<file path="src/rtl/duty_ramp_ctrl.sv">
// -----------------------------------------------------------------------------
// duty_ramp_ctrl
//
// Slews the duty value of a 16-clock PWM stage toward a requested target.
// A free-running 4-bit phase counter defines the PWM period. Duty only changes
// on the phase-15 edge, so every new value takes effect from phase 0.
//
// A target accepted with in_bypass=0 ramps duty one LSB at a time. Each step
// is STEP_PERIODS PWM periods apart. A target accepted with in_bypass=1 jumps
// straight to the target at the next period end.
//
// Ports
//   clk         in   system clock, rising edge
//   rst         in   asynchronous, active-high reset
//   in_valid    in   new target duty offered
//   in_data     in   [3:0] target duty, 0..15
//   in_bypass   in   jump instead of ramp for the accepted target
//   in_ready    out  target can be accepted this cycle (controller idle)
//   duty        out  [3:0] registered duty for the downstream PWM compare
//   period_end  out  high on phase 15, the last clock of each PWM period
//   busy        out  a ramp or jump is pending
// -----------------------------------------------------------------------------
module duty_ramp_ctrl #(
  parameter int unsigned STEP_PERIODS = 4  // PWM periods per ramp step, 1..255
) (
  input  logic       clk,
  input  logic       rst,
  input  logic       in_valid,
  input  logic [3:0] in_data,
  input  logic       in_bypass,
  output logic       in_ready,
  output logic [3:0] duty,
  output logic       period_end,
  output logic       busy
);

  typedef enum logic [1:0] {
    IDLE,
    RAMP_UP,
    RAMP_DOWN,
    JUMP
  } state_t;

  // Compare against STEP_PERIODS-1 so the 8-bit counter never has to hold 256.
  localparam logic [7:0] STEP_LAST = 8'(STEP_PERIODS - 1);

  logic [3:0] r_phase;
  logic [3:0] r_duty;
  logic [3:0] r_target;
  logic [7:0] r_step;
  state_t     r_state;

  logic w_period_end;
  logic w_step_done;

  assign w_period_end = (r_phase == 4'd15);
  // True on the period end that completes the current step.
  assign w_step_done  = w_period_end && (r_step == STEP_LAST);

  // NOTE: sequential state uses non-blocking assignments. Every register then
  // samples the pre-edge values, whatever order the statements are in.
  always_ff @(posedge clk or posedge rst) begin
    if (rst) begin
      r_phase <= 4'd0;
    end else begin
      r_phase <= r_phase + 4'd1;
    end
  end

  always_ff @(posedge clk or posedge rst) begin
    if (rst) begin
      r_state  <= IDLE;
      r_duty   <= 4'd0;
      r_target <= 4'd0;
      r_step   <= 8'd0;
    end else begin
      case (r_state)
        IDLE: begin
          if (in_valid) begin
            r_target <= in_data;
            // A period end in the accept cycle is deliberately not counted.
            r_step   <= 8'd0;
            if (in_bypass) begin
              r_state <= JUMP;
            end else if (in_data > r_duty) begin
              r_state <= RAMP_UP;
            end else if (in_data < r_duty) begin
              r_state <= RAMP_DOWN;
            end
          end
        end

        RAMP_UP: begin
          if (w_step_done) begin
            r_step <= 8'd0;
            r_duty <= r_duty + 4'd1;
            // Leave on the same edge that lands on target, so duty never overshoots.
            if (r_duty + 4'd1 == r_target) begin
              r_state <= IDLE;
            end
          end else if (w_period_end) begin
            r_step <= r_step + 8'd1;
          end
        end

        RAMP_DOWN: begin
          if (w_step_done) begin
            r_step <= 8'd0;
            r_duty <= r_duty - 4'd1;
            if (r_duty - 4'd1 == r_target) begin
              r_state <= IDLE;
            end
          end else if (w_period_end) begin
            r_step <= r_step + 8'd1;
          end
        end

        JUMP: begin
          if (w_period_end) begin
            r_duty  <= r_target;
            r_state <= IDLE;
          end
        end

        default: r_state <= IDLE;
      endcase
    end
  end

  assign in_ready   = (r_state == IDLE);
  assign busy       = (r_state != IDLE);
  assign duty       = r_duty;
  assign period_end = w_period_end;

endmodule

</file>
<file path="config.mk">
export PLATFORM = sky130hd
export DESIGN_NAME = duty_ramp_ctrl
export DESIGN_NICKNAME = d
export VERILOG_FILES = /design/src/rtl/duty_ramp_ctrl.sv
export SDC_FILE = /design/constraint.sdc
export NUM_CORES = 1
export LEC_CHECK = 0
export CAP_MARGIN = 20
export CORE_ASPECT_RATIO = 0.9
export CORE_MARGIN = 2
export CORE_UTILIZATION = 50
export DETAILED_ROUTE_END_ITERATION = 10
export PLACE_DENSITY = 0.72
export RECOVER_POWER = 25
export SLEW_MARGIN = 20
export SYNTH_ARGS = -nofsm -noshare
export SYNTH_HDL_FRONTEND = slang
export SYNTH_SLANG_ARGS = --single-unit
</file>
<file path="constraint.sdc">
create_clock -name clk -period 5.1 [get_ports clk]
set_input_delay 0.51 -clock clk [delete_from_list [all_inputs] [get_ports clk]]
set_output_delay 0.51 -clock clk [all_outputs]
set_load 0.005 [all_outputs]
</file>
==> results_dict.tcl, run 1 <==
set metrics [dict create \
    crit_arrival_ns 2.50 \
    cap_violations 0 \
    synth_nets 172 \
    hp-start "r_phase[0]" \
    finalMaxSlewViolations 0 \
    syn-cell-area_um2 1410 \
    nNetsFinal 188 \
    antenna_cells 0 \
    min_path_type "reg2reg" \
    ctsHtreeMaxLevel 1 \
    reg2reg_from "duty[0]" \
    crit_buf_inv 1 \
    wl_met1_um 1380 \
    min_to "r_phase[0]" \
    setup_viol 0 \
    syn2layout_area_growth_pct 16.3 \
    peakVddDrop_uv 127 \
    cts_tree "done" \
    setup_ws_ns 2.82 \
    r2r_cells 7 \
    fin_crit_sh 0.447 \
    netlist_instances 152 \
    min_path_cells 1 \
    dpl-instance-area_um2 1590 \
    avgRoutedWirePerCell_um 13.4 \
    gp_congestion 0.822 \
    grt_max_degree 23 \
    dr_wl_met2_um 1270 \
    worst_pin_slew_ns 0.860 \
    synth_cell_types 36 \
    ys_warn_count 0 \
    finalHoldViolations 0 \
    r2r_end "r_state[1]" \
    cts-root-buf "clkbuf_4" \
    slew_headroom 0.426 \
    synth_seq_area_share 0.390 \
    rows 18 \
    cts_resized 0 \
    path_delay_family "flip-flops" \
    status "complete, no violations" \
    die_w_um 60.0 \
    ios 15 \
    dp_cells 203 \
    powerDensity_nw_per_um2 198 \
    core_area_um2 2730 \
    first_global_vias 966 \
    grt_pass1_wl_um 4420 \
    final_area_um2 1640 \
    grt_setup_unrepaired "false" \
    p_total_mw 0.326 \
    final_util 0.603 \
    worstSetupEndpointType "flip-flop" \
    avgSynthCellArea_um2 9.29 \
    worstSkewPairLatency_ns 0.32 \
    detailedPlace.worstSlack_ns 2.77 \
    cp.required_ns 5.32 \
    clkTransAtPathRegs_ns 0.13 \
    critPathMaxFanout 9 \
    start_util 0.518 \
    ys_ff_latch 22 \
    max_stage_delay_ns 0.53 \
    fin_worst_hold_slack_ns 0.469 \
    fin_setup_tns_ns 0 \
    r2r_setup_slack_ns 2.82 \
    vias_per_cell 5.36 \
    wl_met3_um 92 \
    fin_cells 207 \
    crit_slowest_cell "dfrtp_1" \
    dr.pass1.iters 5 \
    dieArea_um2 3270 \
    post-dp-hpwl_um 2090 \
    drt-initial-drc-count 36 \
    fin_crit_ns 2.28 \
    gr-total-overflow 0 \
    skew_ns 0.00334 \
    drc_errors 0 \
    antenna_left 0 \
    layout-drive-gt1-share 0.0719 \
    top_layer "met4" \
    cellLeakagePower_nw 0.754 \
    worstSetupPathType "reg2reg" \
    globalRouteTotalUtil 0.185 \
    clockBufferDepth 2 \
    hold_buffers 0 \
    cts_sinks 22 \
    io_buffers 14 \
    cts_buffers 3 \
    totalWireLength_um 2770 \
    antenna_found_initial 0 \
    vias 1110 \
    cp_cell_sequence "inv_1 -> ha_1 -> xor2_1 -> nand2b_1 -> o41ai_1 -> nand3_2 -> mux2_4" \
    die_h_um 54.4 \
    max_freq_mhz 438 \
    cts_setup_buffers 0 \
    start_kind "flip-flop" \
]
[cell usage in the layout, fill, tap and decap left out, drive strengths merged]
cell | Yosys | final
o311ai | 1 | 1
bufinv | 0 | 1
o41ai | 1 | 1
a21oi | 7 | 7
mux2 | 4 | 4
a22oi | 2 | 2
nand4 | 2 | 2
xor2 | 8 | 8
nand2b | 1 | 1
a211oi | 3 | 3
clkbuf | 2 | 3
o32ai | 1 | 1
a31oi | 2 | 2
or3 | 1 | 1
nor2 | 15 | 15
nor3 | 3 | 3
mux2i | 2 | 2
nand2 | 12 | 12
and4 | 1 | 1
dlygate4sd3 | 0 | 1
o31a | 1 | 1
ha | 12 | 12
nor4b | 1 | 1
nand3 | 8 | 8
dfrtp | 22 | 22
inv | 15 | 15
clkdlybuf4s50 | 0 | 13
and3 | 2 | 2
nor2b | 2 | 2
o21ai | 10 | 10
xnor2 | 8 | 8
nor3b | 1 | 1
a21o | 1 | 1
[Yosys cell counts, drive strengths merged]
library cell,n,area share
nand3,8,0.032
nor4b,1,0.0062
o311ai,1,0.0062
o32ai,1,0.012
nor3b,1,0.0053
nand2b,1,0.0044
and4,1,0.0062
o31a,1,0.0062
xnor2,8,0.055
or3,1,0.0044
a22oi,2,0.011
a211oi,3,0.019
nor2,15,0.040
inv,15,0.040
a21o,1,0.0053
o21ai,10,0.035
nand4,2,0.0089
xor2,8,0.050
and3,2,0.0089
nor3,3,0.011
o41ai,1,0.0062
nand2,12,0.032
nor2b,2,0.0089
buf,1,0.0035
clkbuf,2,0.0053
ha,12,0.11
dfrtp,22,0.39
mux2,4,0.035
mux2i,2,0.014
a21oi,7,0.025
a31oi,2,0.0089
[worst register-to-register path: cells and delay by family (launching register included)]
kind	cells	cell delay, ns
compound gates	1	0.41
xor+xnor	1	0.19
fa+ha+maj	1	0.34
buf+inv	1	0.10
flops	1	0.53
mux	1	0.31
simple gates	2	0.31
[flip-flops by register name, summed over array words and instances (netlist names)]
register and flops:
r_step 8, duty 4, r_state 2, r_phase 4, r_target 4
[final cells by class]
cell class	count	area (um^2)
well taps	40	50.0
clock buffers	3	22.5
fillers	235	1080
multi-input cells	112	793
inverters	15	56.3
flip-flops and latches	22	551
clock inverters	1	30.0
repair buffers	14	140
[power breakdown]
group | switching [mW] | internal, mW | total [mW]
clock | 0.0583 | 0.0795 | 0.138
combinational | 0.00718 | 0.00652 | 0.0137
sequential | 0 | 0.174 | 0.174
total | 0.0655 | 0.260 | 0.326
[how the worst max path moves through the flow]
stage                          start  depth (start not counted)  slack (ns)          to
after floorplan              duty[0]                          7        2.98  r_state[1]
after global placement    in_data[3]                          7        2.78  r_state[1]
after detailed placement  in_data[3]                          7        2.77  r_state[1]
after CTS                 r_phase[0]                          4        2.83  period_end
after global routing         duty[0]                          7        2.72  r_state[1]
final                        duty[0]                          7        2.82  r_state[1]
[routing by layer]
metal | track usage | vias to the layer above
met5 | 0 | -
met4 | 0.0444 | 0
met3 | 0.0284 | 4
met2 | 0.293 | 20
met1 | 0.266 | 531
li1 | - | 555
[cell families (layout without fill, tap and decap cells)]
kind of cell    count (synthesis)  after routing  synth area share
simple gates                   49             49             0.167
compound gates                 29             29             0.135
buf+inv                        18             33            0.0487
flops                          22             22             0.390
mux                             6              6            0.0487
xor+xnor                       16             16             0.105
fa+ha+maj                      12             12             0.106
No activity file was read; power rests on OpenSTA's default activity.
==> inputs of run 2 (changes only) <==
==> constraint.sdc (replaced) <==
create_clock -name clk -period 2.17 [get_ports clk]
set_input_delay 0.217 -clock clk [delete_from_list [all_inputs] [get_ports clk]]
set_output_delay 0.217 -clock clk [all_outputs]
set_load 0.005 [all_outputs]
==> run 2 against run 1 <==
Compared with the run above: flip-flop and latch count unchanged; clock skew is 0.00092 ns lower; final cell count is 3.4% higher; largest power group unchanged.
==> results_dict.tcl, run 2 (synthesis gave the netlist of run 1 again) <==
set metrics [dict create \
    hp-start "r_phase[0]" \
    largest_reg_flops 8 \
    gp_congestion 0.815 \
    critPathMaxFanout 3 \
    cts_sinks 22 \
    clockBufferDepth 2 \
    mostFrequentLayoutCell "dfrtp_1" \
    cellLeakagePower_nw 0.788 \
    fin_cells 214 \
    worstSkewPairLatency_ns 0.32 \
    avgRoutedWirePerCell_um 13.2 \
    vias 1111 \
    crit_start "duty[0]" \
    cts_resized 0 \
    final_area_um2 1690 \
    globalRouteTotalUtil 0.203 \
    cap_violations 0 \
    core_area_um2 2730 \
    final_cell_mix "22 x dfrtp_1, 15 x inv_1, 15 x nor2_1" \
    powerDensity_nw_per_um2 402 \
    ctsHtreeMaxLevel 1 \
    max_freq_mhz 502 \
    grt_pass1_wl_um 4830 \
    nNetsFinal 195 \
    antenna_left 0 \
    cts_setup_buffers 0 \
    final_util 0.619 \
    crit_arrival_ns 2.21 \
    cts_tree "done" \
    cp_cell_sequence "inv_1 -> ha_1 -> xor2_1 -> nand2b_1 -> o41ai_2 -> nand3_2 -> mux2_4" \
    antenna_cells 0 \
    drc_errors 0 \
    reg2reg_from "duty[0]" \
    totalWireLength_um 2830 \
    first_global_vias 1042 \
    hold_buffers 0 \
    skew_ns 0.00242 \
    cts-root-buf "clkbuf_4" \
    fin_worst_hold_slack_ns 0.460 \
    fin_crit_sh 0.917 \
    path_delay_family "flip-flops" \
    dieArea_um2 3270 \
    start_util 0.518 \
    setup_viol 0 \
    grt_max_degree 23 \
    die_w_um 60.0 \
    cp.required_ns 2.39 \
    rows 18 \
    gr-total-overflow 0 \
    crit_slowest_cell "dfrtp_1" \
    grt_setup_unrepaired "false" \
    dr.pass1.iters 4 \
    finalHoldViolations 0 \
    largest_register "r_step" \
    layout-drive-gt1-share 0.115 \
    clkTransAtPathRegs_ns 0.13 \
    status "complete, no violations" \
    vias_per_cell 5.19 \
    antenna_found_initial 0 \
    slew_headroom 0.180 \
    crit_buf_inv 1 \
    die_h_um 54.4 \
    ios 15 \
    post-dp-hpwl_um 2180 \
    peakVddDrop_uv 365 \
    syn2layout_area_growth_pct 19.4 \
    start_kind "flip-flop" \
    max_stage_delay_ns 0.37 \
    min_path_type "reg2reg" \
    drt-initial-drc-count 27 \
    fin_crit_ns 1.99 \
    worstSetupEndpointType "flip-flop" \
    fillers 227 \
    dp_cells 210 \
    finalMaxSlewViolations 0 \
    fin_setup_tns_ns 0 \
    worstSetupPathType "reg2reg" \
    dpl-instance-area_um2 1640 \
    cts_buffers 3 \
    worst_pin_slew_ns 1.23 \
    io_buffers 14 \
]
run 2: cell types whose count changed in the layout (fill, tap and decap cells not counted), sizes merged:
cell    before  now
buf          0    6
bufinv       1    0
clkbuf       3    5
run 2: final cells by class:
cell class | instances | area (um^2) | area share
inverter | 15 | 56.3 | 0.0334
timing repair buffer | 21 | 189 | 0.112
tap | 40 | 50.0 | 0.0297
clock buffer | 4 | 36.3 | 0.0215
multi-input combinational | 112 | 805 | 0.477
sequential | 22 | 551 | 0.326
run 2: metrics by stage:
step	power (mW)	setup WS, ns
2_1_floorplan	0.432	0.0536
3_3_place_gp	0.451	0.165
3_5_place_dp	0.453	0.0969
4_1_cts	0.685	0.0796
5_1_grt	0.697	0.0143
6_report	0.678	0.179
run 2: report_power, final:
part | switching (mW) | internal (mW) | total, mW | leakage (nW)
clock network | 0.132 | 0.103 | 0.235 | 0.0210
logic | 0.0172 | 0.0158 | 0.0330 | 0.479
registers | 0 | 0.410 | 0.410 | 0.288
run 2: routing by layer:
| metal | global-route usage | share of wire | vias to the layer above | wire [um] |
|---|---|---|---|---|
| li1 | - | - | 570 | - |
| met1 | 0.281 | 0.50 | 521 | 1420 |
| met2 | 0.328 | 0.46 | 15 | 1310 |
| met3 | 0.0426 | 0.029 | 5 | 83 |
| met4 | 0.0444 | 0.0081 | 0 | 23 |
| met5 | 0 | 0 | - | 0 |
run 2: final timing paths:
check	to	slack, ns	cells past startpoint
worst min-delay path	r_phase[0]	0.46	1
min in group asynchronous	r_step[2]	0.71	3
worst max register to register	r_state[1]	0.18	7
worst max-delay path	r_state[1]	0.18	7
max in group asynchronous	r_step[7]	0.73	3
worst min register to register	r_phase[0]	0.46	1
==> inputs of run 3 (changes only) <==
--- a/config.mk
+++ b/config.mk
@@ -9,6 +9,7 @@
 export CORE_ASPECT_RATIO = 0.9
 export CORE_MARGIN = 2
 export CORE_UTILIZATION = 50
+export CTS_CLUSTER_DIAMETER = 80
 export DETAILED_ROUTE_END_ITERATION = 10
 export PLACE_DENSITY = 0.72
 export RECOVER_POWER = 25
==> results of run 3 <==
The final DEF is identical to that of run 2; final timing and power are the same.
